--- config.mk ---
export PLATFORM = sky130hd
export DESIGN_NAME = mux_nto1_scan
export DESIGN_NICKNAME = d
export VERILOG_FILES = /design/src/rtl/mux_nto1_scan.sv
export SDC_FILE = /design/constraint.sdc
export NUM_CORES = 1
export LEC_CHECK = 0
export CORE_MARGIN = 1.5
export CORE_UTILIZATION = 52
export CTS_CLUSTER_DIAMETER = 200
export DETAILED_ROUTE_END_ITERATION = 10
export GPL_TIMING_DRIVEN = 0
export PLACE_DENSITY = 0.82
export SLEW_MARGIN = 25
export SYNTH_ARGS = -nofsm -noshare
export SYNTH_HDL_FRONTEND = slang
export SYNTH_SLANG_ARGS = --single-unit
--- constraint.sdc ---
create_clock -name clk -period 8 [get_ports clk]
set_input_delay 0.8 -clock clk [delete_from_list [all_inputs] [get_ports clk]]
set_output_delay 0.8 -clock clk [all_outputs]
set_load 0.005 [all_outputs]
--- src/rtl/mux_nto1_scan.sv ---
// mux_nto1_scan: N-channel, W-bit registered multiplexer with a valid/ready
// output, a per-channel enable mask and an auto-scan mode that round-robins
// over the enabled channels, spending dwell+1 accepted words on each one.
module mux_nto1_scan #(
  parameter int NUM_CH  = 8,
  parameter int DATA_W  = 8,
  parameter int SEL_W   = $clog2(NUM_CH),
  parameter int DWELL_W = 4
) (
  input  logic                     clk,
  input  logic                     rst_n,
  input  logic [NUM_CH*DATA_W-1:0] in_data,
  input  logic                     mode,
  input  logic [SEL_W-1:0]         sel,
  input  logic [NUM_CH-1:0]        ch_en,
  input  logic [DWELL_W-1:0]       dwell,
  output logic [DATA_W-1:0]        out_data,
  output logic [SEL_W-1:0]         out_ch,
  output logic                     out_valid,
  input  logic                     out_ready
);

  // Output register stage and its word-origin tag.
  logic [DATA_W-1:0]  data_p0;
  logic [SEL_W-1:0]   ch_p0;
  logic               vld_p0;
  logic               scan_p0;

  // Scan state and control.
  logic [SEL_W-1:0]   ptr;
  logic [DWELL_W-1:0] dcnt;
  logic               prev_mode;
  logic               armed;

  // Combinational helpers.
  logic [DATA_W-1:0]  ch_arr [NUM_CH];
  logic               sel_ok;
  logic               entry;
  logic               load;
  logic               accept;
  logic [SEL_W-1:0]   cptr;
  logic [DWELL_W-1:0] cdcnt;

  // Next enabled channel strictly after p, wrapping NUM_CH-1 -> 0. The
  // nearest candidate wins because the loop runs from far to near. If p is
  // the only enabled channel the search lands back on p; with nothing
  // enabled p is returned unchanged.
  function automatic logic [SEL_W-1:0] next_en(input logic [SEL_W-1:0]  p,
                                               input logic [NUM_CH-1:0] en);
    logic [SEL_W-1:0] r;
    int idx;
    r = p;
    for (int i = NUM_CH; i >= 1; i--) begin
      idx = int'(p) + i;
      if (idx >= NUM_CH) idx = idx - NUM_CH;
      if (en[idx[SEL_W-1:0]]) r = idx[SEL_W-1:0];
    end
    return r;
  endfunction

  for (genvar k = 0; k < NUM_CH; k++) begin : g_split
    assign ch_arr[k] = in_data[k*DATA_W +: DATA_W];
  end

  assign sel_ok = (int'(sel) < NUM_CH);

  // Load/accept decode, plus the scan pointer as it stands once this cycle's
  // accepted scan word has been counted. Capturing from that post-accept
  // pointer keeps the output full every cycle at full throughput while still
  // spending exactly dwell+1 accepted words per channel.
  always_comb begin
    entry  = mode && !prev_mode;
    load   = armed && (!vld_p0 || out_ready);
    accept = vld_p0 && out_ready && scan_p0 && !entry;
    cptr   = ptr;
    cdcnt  = dcnt;
    if (entry) begin
      cptr  = sel_ok ? sel : '0;
      cdcnt = '0;
    end else if (accept) begin
      if (dcnt == dwell) begin
        cptr  = next_en(ptr, ch_en);
        cdcnt = '0;
      end else begin
        cdcnt = dcnt + 1'b1;
      end
    end
  end

  // Output register, scan pointer and dwell counter. 'armed' keeps the first
  // edge after reset release idle so no word appears before the second edge.
  always_ff @(posedge clk or negedge rst_n) begin
    if (!rst_n) begin
      data_p0   <= '0;
      ch_p0     <= '0;
      vld_p0    <= 1'b0;
      scan_p0   <= 1'b0;
      ptr       <= '0;
      dcnt      <= '0;
      prev_mode <= 1'b0;
      armed     <= 1'b0;
    end else if (!armed) begin
      armed <= 1'b1;
    end else begin
      prev_mode <= mode;
      if (mode) begin
        ptr  <= cptr;
        dcnt <= cdcnt;
      end
      if (load) begin
        if (!mode) begin
          if (sel_ok && ch_en[sel]) begin
            data_p0 <= ch_arr[sel];
            ch_p0   <= sel;
            vld_p0  <= 1'b1;
            scan_p0 <= 1'b0;
          end else begin
            vld_p0  <= 1'b0;
          end
        end else if (ch_en[cptr]) begin
          data_p0 <= ch_arr[cptr];
          ch_p0   <= cptr;
          vld_p0  <= 1'b1;
          scan_p0 <= 1'b1;
        end else begin
          // Disabled channel under the pointer: one bubble, then move on.
          // With no channel enabled at all, pointer and counter hold.
          vld_p0 <= 1'b0;
          if (|ch_en) begin
            ptr  <= next_en(cptr, ch_en);
            dcnt <= '0;
          end
        end
      end
    end
  end

  assign out_data  = data_p0;
  assign out_ch    = ch_p0;
  assign out_valid = vld_p0;

endmodule

## Word level (Yosys, flattened, before mapping)

Index checks and enable logic that the tools add are counted.

| operators by class | value |
|---|---|
| reductions and logical operators | 13 |
| multiplexer cells | 166 |
| $lt $le $gt $ge | 36 |
| bitwise logic cells | 2 |
| equality and inequality tests | 2 |
| add/subtract/negate cells | 33 |

Operator list:

| cell | count |
|---|---|
| 2-to-1 mux 3 bit | 107 |
| less-than comparator 3 x 4 -> 1 bit (second input constant) | 18 |
| >= comparator 4 bit (second input constant) | 16 |
| 2-to-1 mux 8 bit | 7 |
| binary-select mux 1 bit (select 3 bit) | 18 |
| binary-select mux 8 bit (select 3 bit) | 2 |
| subtractor 3 x 1 -> 3 bit (second input constant) | 16 |
| adder 3 x 3 -> 4 bit (second input constant) | 8 |
| 2-to-1 mux 4 bit | 8 |
| 2-to-1 mux 1 bit | 24 |
| adder 3 x 2 -> 4 bit (second input constant) | 4 |
| adder 3 x 4 -> 5 bit (second input constant) | 2 |
| >= comparator 5 x 4 -> 1 bit (second input constant) | 2 |
| adder 3 x 1 -> 4 bit (second input constant) | 2 |
| NOT 3 -> 4 bit | 2 |
| OR reduction 8 bit | 1 |
| logical AND 1 bit | 5 |
| adder 4 x 1 -> 4 bit (second input constant) | 1 |
| == test 4 bit | 1 |
| AND reduction 4 bit | 1 |
| zero test 1 bit | 3 |
| inequality test 2 x 1 -> 1 bit (second input constant) | 1 |
| AND reduction 2 bit | 1 |
| nonzero test 2 bit | 1 |
| logical OR 1 bit | 1 |

| storage, ports and cells | value |
|---|---|
| register bits after elaboration | 22 |
| logic and storage cells | 260 |
| input port bits | 83 |
| output and inout port bits | 12 |

## Longest topological paths before layout

Gate-level depths: netlist (run 1).

| depth | value |
|---|---|
| depth in word-level cells | 41 |
| gate-level depth with buffers | 25 |
| gate-level depth less buffers | 19 |

## Worst setup path after synthesis (run 1)

No wires, ideal clock.

| timing path | value |
|---|---|
| path kind | flip-flop to flip-flop |
| start | reg ptr[1] |
| end | reg ptr[1] |
| stages on the path, launching flop included | 25 |
| slack | 2.295 ns |
| clock period less this slack | 5.705 ns |
| data required time | 7.870 ns |
| arrival time | 5.574 ns |
| path buffers | 7 |
| setup time | 0.130 ns |
| path through | dfrtp_1 > clkbuf_1 > buf_2 > clkinv_1 > ha_1 > clkbuf_1 > mux4_1 > mux2_1 > a211o_1 > and4_4 > nor3_4 > buf_4 > buf_4 > ha_1 > clkbuf_1 > clkbuf_1 > mux2i_1 > o22ai_1 > a221oi_1 > o2bb2ai_1 > nor3_1 > o221ai_1 > o2111ai_1 > a311oi_1 > a211oi_1 |

| on the way | value |
|---|---|
| longest elaborated chain between the ends | 41 |
| elaborated cells between the ends (all ways) | 186 |
| classes of those cells | add/sub (32); order compare (16); mux (138) |

Ends and longest elaborated chain:

| what | line | RTL |
|---|---|---|
| from (decl) | 30 | `logic [SEL_W-1:0] ptr;` |
| from (signal assigned) | 107 | `ptr <= cptr;` |
| from (signal assigned) | 130 | `ptr <= next_en(cptr, ch_en);` |
| adder 3 x 4 -> 5 bit | 54 | `idx = int'(p) + i;` |
| >= comparator 5 x 4 -> 1 bit or subtractor 3 x 1 -> 3 bit (tied branches) | 55 | `if (idx >= NUM_CH) idx = idx - NUM_CH;` |
| 2-to-1 mux 3 bit | 55 |  |
| 2-to-1 mux 3 bit | 81 | `if (dcnt == dwell) begin` |
| 2-to-1 mux 3 bit | 80 | `end else if (accept) begin` |
| 2-to-1 mux 3 bit | 77 | `if (entry) begin` |
| binary-select mux 1 bit (select 3 bit) | 56 | `if (en[idx[SEL_W-1:0]]) r = idx[SEL_W-1:0];` |
| 2-to-1 mux 1 bit (not written as such) | 56 |  |
| [... 18 more ...] | - |  |
| 2-to-1 mux 3 bit | 102 | `end else if (!armed) begin` |
| binary-select mux 1 bit (select 3 bit) | 56 |  |
| 2-to-1 mux 1 bit (not written as such) | 56 |  |
| 2-to-1 mux 3 bit (8 in series) | 56 |  |
| 2-to-1 mux 3 bit | 129 | `if (\|ch_en) begin` |
| 2-to-1 mux 3 bit | 120 | `end else if (ch_en[cptr]) begin` |
| 2-to-1 mux 3 bit | 111 | `if (!mode) begin` |
| 2-to-1 mux 3 bit (*) | 110 | `if (load) begin` |

Every way passes the cells marked *; elsewhere a longest branch is shown, timed or not. The select of a mux whose other input is x is not followed.
A chain may end at the register's enable or synchronous reset.

## Worst setup path after layout (run 1)

Same ends and word-level chain as after synthesis.

==> impl_results.md, run 1 <==
- DIE HEIGHT: 92.3 um
- Max frequency: 144 MHz
- Clk pin slew, worst setup/hold paths: 0.09 ns
- Number of diodes: 0
- Crit end category: flip-flop
- Adder and majority gate portion of the synthesized area: 1.51%
- Ports: 95
- Final RePlAce weighted congestion: 0.932
- Fin. Hold Viols: 0
- IO buf count: 93
- Die area: 8520 um2
- Worst path arrival time: 7.09 ns
- Commonest non-fill, non-tap cell in the layout: clkdlybuf4s50_1
- Cts hold-fix bufs: 0
- PostCTS Resize Cnt: 0
- Max cap viols: 0
- Placed instance count: 674
- Core ar.: 7730 um2
- CP Class: flip-flop to flip-flop
- Most frequent cells in the layout: clkdlybuf4s50_1 (92), mux2i_1 (55), nor2_1 (39), a21oi_1 (38), mux2_2 (35)
- Multi-input combinational cell area: 3330 um2
- Initial antenna violation count: 0
- Largest family of logic cells by synthesized area: multiplexers
- Mapped Area: 4150 um2
- Syn Area/Cell: 8.65 um2
- Grt ovf: 0
- Vias in the first global route: 4,393
- Min-Delay Path Class: input pin to async pin
- DRT antenna net count: 0
- Final critical-path share of the clock period: 86.8%
- Root Driver: clkbuf_8
- Clock Skew: 0.00677 ns
- Final std cells w/o fill: 678
- Sequential share of the synthesized area: 13.3%
- Synth Area in Simple Gates: 15.9%
- Clock tree buffer depth: 2
- Post-synthesis cell count: 479
- Total number of vias: 4,462
- Period minus WS final: 6.94 ns
- Drt pass-1 iters: 5
- Synthesis-to-layout area growth: 27.1%
- HPWL after DPL: 10,200 um
- # Post-CTS Setup Buffers: 0
- Clock latency on the worst-skew pair: 0.27 ns
- H-tree depth: 1
- Final Worst Setup Slack: 1.06 ns
- Flop and latch count out of synthesis: 22
- Post-synthesis mux area share: 39.2%
- Ys async rst share: 100%
- Num CTS Buffers: 3
- Setup TNS: 0 ns
- Initial Utilization: 53.6%
- Peak VDD IR: 0.166 mV
- DR iter-0 viols: 348
- Worst Tran Pin Value: 0.969 ns
- # rows: 32
- Routed wire length: 13,200 um
- Slew HR: 35.4%
- CP max FO: 10
- Compound-Gate Fraction of Synth Area: 21.4%
- Leak: 0.00207 uW
- CTS sink cnt: 22
- Nets@finish: 665
- Routed wire per std cell: 19.4 um
- Place WS: 1.12 ns
- Final setup viols: 0
- Status: finished clean
- Syn_nets: 567
- Share of layout cells above drive strength 1: 16.5%
- Fillers: 629
- Residual DRC: 0
- YS warnings: 0
- Crit path required time: 8.15 ns
- XOR/XNOR Fraction of Synth Area: 2.32%
- RSZ-0062 raised after global routing: no
- CTS tree: yes
- Largest net degree at the start of global routing: 23
- Prevailing post-synth register cell: dfrtp_1
- Synth cell types: 68
- Max Slew Vio Count: 0
- Vias per inst: 6.58
- First-pass GRT wire length: 21,400 um
- PD cells: 377 nW/um2
- Hold Slack: 0.472 ns
- Tot GR Track Use: 31.5%
- Reg area: 551 um2
- Startpoint type of the worst setup path: flip-flop
- Die Width: 92.3 um
- EDFF count, synth: 0
-- metal layers --
layer / GRT usage, % / vias up / wire (um)
li1: - / 2040 / -
met1: 39.8 / 2111 / 5290
met2: 55.4 / 275 / 6380
met3: 2.65 / 36 / 1100
met4: 12.7 / 0 / 403
met5: 0 / - / 0
-- cells in the mapped netlist, types with 3 or more instances --
| cell | n | share of area, % |
|---|---|---|
| a211oi_1 | 13 | 2.4 |
| a21o_1 | 5 | 0.91 |
| a21oi_1 | 38 | 4.6 |
| a221o_1 | 3 | 0.72 |
| a22o_1 | 3 | 0.63 |
| a22oi_1 | 3 | 0.54 |
| a2bb2oi_1 | 3 | 0.63 |
| a31oi_1 | 7 | 1.1 |
| and2_1 | 12 | 1.8 |
| buf_1 | 4 | 0.36 |
| buf_2 | 10 | 1.2 |
| buf_4 | 3 | 0.54 |
| clkbuf_1 | 24 | 2.2 |
| dfrtp_1 | 22 | 13 |
| ha_1 | 5 | 1.5 |
| inv_1 | 13 | 1.2 |
| mux2_2 | 35 | 9.5 |
| mux2i_1 | 55 | 13 |
| mux4_2 | 28 | 15 |
| nand2_1 | 31 | 2.8 |
| nand2b_1 | 6 | 0.91 |
| nand3_1 | 11 | 1.3 |
| nand4_1 | 7 | 1.1 |
| nor2_1 | 39 | 3.5 |
| nor3_1 | 7 | 0.85 |
| nor4_1 | 4 | 0.60 |
| o2111ai_1 | 3 | 0.63 |
| o211ai_1 | 4 | 0.72 |
| o21a_1 | 3 | 0.54 |
| o21ai_0 | 14 | 1.7 |
| o22ai_1 | 7 | 1.1 |
| xnor2_1 | 9 | 1.9 |
-- state kept, by name, summed over array words and instances (netlist names) --
signal / flops
out_data: 8
dcnt: 4
out_ch: 3
ptr: 3
armed: 1
out_valid: 1
prev_mode: 1
scan_p0: 1
-- through the flow --
stage          total power [uW]  instance area [um2]  utilization, %
3_3_place_gp               1810                 5200            67.3
2_1_floorplan              1430                 4150               -
6_report                   1990                 5270            68.2
3_5_place_dp               1840                 5200            67.3
4_1_cts                    1950                 5280            68.3
5_1_grt                    2130                 5270            68.2
-- worst max-delay path, cell delays in order, from the launching register on --
cell and delay, ns:
dfrtp_1 0.36, clkbuf_1 0.33, buf_2 0.33, clkinv_1 0.29, ha_1 0.36, clkbuf_1 0.32, mux4_1 0.49, mux2_1 0.39
a211o_1 0.27, and4_4 0.18, nor3_4 0.31, buf_4 0.26, buf_4 0.21, ha_1 0.22, clkbuf_1 0.39, clkbuf_1 0.45
mux2i_1 0.24, o22ai_1 0.10, a221oi_1 0.25, o2bb2ai_1 0.21, nor3_1 0.14, o221ai_1 0.22, o2111ai_1 0.14, a311oi_1 0.29
a211oi_1 0.07
-- power by group --
part	internal [uW]	switching, uW	total (uW)
combinational	759	936	1690
clock	67.0	40.7	108
sequential	153	30.7	184
-- cell families after synthesis --
group / after synthesis
and+or+nand+nor: 132
AOI/OAI and AO/OA: 128
muxes: 121
buffers and inverters: 59
DFF: 22
xor gates and xnor gates: 11
adders and majority gates: 5
other: 1
-- layout make-up --
class,instances,area share (%)
buffer,43,3.80
timing repair buffer,93,17.6
clock inverter,1,0.570
inverter,16,1.14
tap,102,2.42
multi-input combinational,398,63.3
sequential,22,10.4
clock buffer,3,0.783
-- final timing paths --
path                        start           to  depth (start not counted)  slack [ns]
max in group asynchronous   rst_n  out_data[5]                          1        7.19
min in group clk            armed    prev_mode                          1        0.51
hold reg to reg             armed    prev_mode                          1        0.51
setup reg to reg           ptr[1]       ptr[1]                         24        1.06
setup / recovery           ptr[1]       ptr[1]                         24        1.06
hold / removal              rst_n      dcnt[2]                          1        0.47
Power figures use the tool's default switching activity.
==> run 2, diff against run 1 <==
--- a/config.mk
+++ b/config.mk
@@ -5,12 +5,15 @@
 export SDC_FILE = /design/constraint.sdc
 export NUM_CORES = 1
 export LEC_CHECK = 0
+export CELL_PAD_IN_SITES_DETAIL_PLACEMENT = 1
+export CELL_PAD_IN_SITES_GLOBAL_PLACEMENT = 1
 export CORE_MARGIN = 1.5
-export CORE_UTILIZATION = 52
+export CORE_UTILIZATION = 39
 export CTS_CLUSTER_DIAMETER = 200
 export DETAILED_ROUTE_END_ITERATION = 10
 export GPL_TIMING_DRIVEN = 0
-export PLACE_DENSITY = 0.82
+export MAX_ROUTING_LAYER = met4
+export PLACE_DENSITY_LB_ADDON = 0.1
 export SLEW_MARGIN = 25
 export SYNTH_ARGS = -nofsm -noshare
 export SYNTH_HDL_FRONTEND = slang
==> impl_results.md, run 2 (synthesis results as in run 1) <==
- First-pass GRT wire length: 24,200 um (+13%)
- Fin. Hold Viols: 0 (unchanged)
- Crit end category: flip-flop
- Worst path cell trace: clkbuf_1 -> buf_2 -> clkinv_1 -> ha_1 -> clkbuf_1 -> mux4_1 -> mux2_1 -> a211o_1 -> and4_4 -> nor3_4 -> buf_4 -> buf_4 -> ha_1 -> clkbuf_1 -> clkbuf_1 -> mux2i_1 -> o22ai_1 -> a221oi_1 -> o2bb2ai_1 -> nor3_1 -> o221ai_1 -> o2111ai_1 -> a311oi_1 -> a211oi_1
- CP Class: flip-flop to flip-flop
- Worst R2R Path Depth: 24 (unchanged)
- Clock Skew: 0.00896 ns (+0.00219 ns)
- CTS tree: yes
- Min-Delay Path Class: input pin to async pin
- IO buf count: 93 (unchanged)
- Crit-path leading delay family: buffers and inverters
- Max Slew Vio Count: 0 (unchanged)
- Cts hold-fix bufs: 0 (unchanged)
- PostCTS Resize Cnt: 0 (unchanged)
- # rows: 37 (+16%)
- Initial antenna violation count: 0 (unchanged)
- Ports: 95 (unchanged)
- Largest register FFs: 8 (unchanged)
- Residual DRC: 0 (unchanged)
- Reg area: 551 um2 (unchanged)
- Largest net degree at the start of global routing: 23 (unchanged)
- Crit path required time: 8.13 ns (-0.02 ns)
- Slowest stage delay, CP: 0.48 ns (about the same)
- Tot GR Track Use: 27.4% (-4.1 points)
- Multi-input combinational cell area: 3330 um2 (unchanged)
- Final critical-path share of the clock period: 89.0% (+2.2 points)
- Worst Tran Pin Value: 0.894 ns (-0.0755 ns)
- Power Total: 2020 uW (+1.6%)
- Cell mode on critical path: clkbuf_1
- Peak VDD IR: 0.142 mV (-14%)
- Routed wire per std cell: 21.0 um (+7.8%)
- Drt pass-1 iters: 4 (-1)
- Nets@finish: 665 (unchanged)
- Vias in the first global route: 4,702 (+7.0%)
- Core ar.: 10,300 um2 (+34%)
- Die Width: 106 um (+15%)
- # Post-CTS Setup Buffers: 0 (unchanged)
- Grt ovf: 0 (unchanged)
- Max frequency: 140 MHz (-2.5%)
- Die area: 11,300 um2 (+32%)
- Number of diodes: 0 (unchanged)
- Routed wire length: 14,900 um (+13%)
- R2R Path End: ptr[1]
- DRT antenna net count: 0 (unchanged)
- Crit path max-delay cell type: mux4_1
- CP max FO: 10 (unchanged)
- H-tree depth: 1 (unchanged)
- Flop2flop setup slack: 0.88 ns (-0.18 ns)
- Clock latency on the worst-skew pair: 0.27 ns (about the same)
- Initial Utilization: 40.2% (-13 points)
- Root Driver: clkbuf_8
- Slew HR: 40.4% (+5.0 points)
- PD cells: 380 nW/um2 (+0.77%)
- Final RePlAce weighted congestion: 0.886 (-4.9%)
- Final setup viols: 0 (unchanged)
- Fillers: 1,224 (+95%)
- Total number of vias: 4,329 (-3.0%)
- Period minus WS final: 7.12 ns (+0.178 ns)
- Setup TNS: 0 ns (unchanged)
- CTS sink cnt: 22 (unchanged)
- Buf+Inv Stages, Crit Path: 8 (unchanged)
- Status: finished clean
- Most frequent cells in the layout: clkdlybuf4s50_1 (92), mux2i_1 (55), nor2_1 (39), a21oi_1 (38), mux2_2 (35)
- Worst path arrival time: 7.25 ns (+0.16 ns)
- HPWL after DPL: 11,700 um (+15%)
- R2R Path Start: ptr[1]
- Num CTS Buffers: 3 (unchanged)
- DR iter-0 viols: 125 (-64%)
- DIE HEIGHT: 106 um (+15%)
- Share of layout cells above drive strength 1: 16.5% (unchanged)
- Vias per inst: 6.08 (-7.6%)
- Commonest non-fill, non-tap cell in the layout: clkdlybuf4s50_1
- Clk pin slew, worst setup/hold paths: 0.09 ns (about the same)
- Leak: 0.00207 uW (unchanged)
- Clock tree buffer depth: 2 (unchanged)
- Synthesis-to-layout area growth: 28.2%
- Startpoint type of the worst setup path: flip-flop
- RSZ-0062 raised after global routing: no
- Max cap viols: 0 (unchanged)
-- run 2: metal layers --
metal | GRT usage (%) | up-vias | routed length [um]
met2 | 49.5 | 114 | 7640
met5 | - | - | 0
met3 | 2.02 | 18 | 503
met1 | 32.6 | 2155 | 6480
met4 | 8.30 | 0 | 302
li1 | - | 2042 | -
-- run 2: worst register-to-register path, cell delays in order (launching register included) --
cell,delay (ns)
dfrtp_1,0.36
clkbuf_1,0.33
buf_2,0.32
clkinv_1,0.30
ha_1,0.37
clkbuf_1,0.33
mux4_1,0.48
mux2_1,0.40
a211o_1,0.26
and4_4,0.18
nor3_4,0.31
buf_4,0.26
buf_4,0.22
ha_1,0.23
clkbuf_1,0.41
clkbuf_1,0.48
mux2i_1,0.25
o22ai_1,0.10
a221oi_1,0.28
o2bb2ai_1,0.21
nor3_1,0.13
o221ai_1,0.23
o2111ai_1,0.14
a311oi_1,0.33
a211oi_1,0.10
-- run 2: worst max-delay path by stage --
stage                       from      to  slack, ns  depth (start not counted)
after floorplan           ptr[1]  ptr[1]       2.30                         24
after CTS                 ptr[1]  ptr[1]       0.92                         24
final                     ptr[1]  ptr[1]       0.88                         24
after global placement    ptr[1]  ptr[1]       1.12                         24
after global routing      ptr[1]  ptr[1]       0.38                         24
after detailed placement  ptr[1]  ptr[1]       0.96                         24
-- run 2: area by class of cell --
type / count / share of cell area, %
clock inverters: 1 / 0.565
repair buffers: 93 / 17.4
clock buffers: 3 / 0.777
plain buffers: 43 / 3.77
multi-input cells: 398 / 62.8
well taps: 136 / 3.20
inverters: 16 / 1.13
flip-flops and latches: 22 / 10.4
-- run 2: report_power, final --
part / switching, uW / internal, uW / total, uW
sequential: 31.6 / 153 / 185
clock: 37.8 / 66.9 / 105
combinational: 969 / 760 / 1730
total: 1040 / 980 / 2020
-- run 2: per-stage QoR --
step	cells	hold WS [ns]	instance area [um2]	setup slack (ns)	util, %
2_1_floorplan	479	0.465	4150	2.30	-
3_3_place_gp	708	0.491	5250	1.12	50.8
3_5_place_dp	708	0.496	5250	0.956	50.8
4_1_cts	712	0.515	5320	0.916	51.5
5_1_grt	712	0.524	5310	0.376	51.5
6_report	712	0.488	5310	0.880	51.5
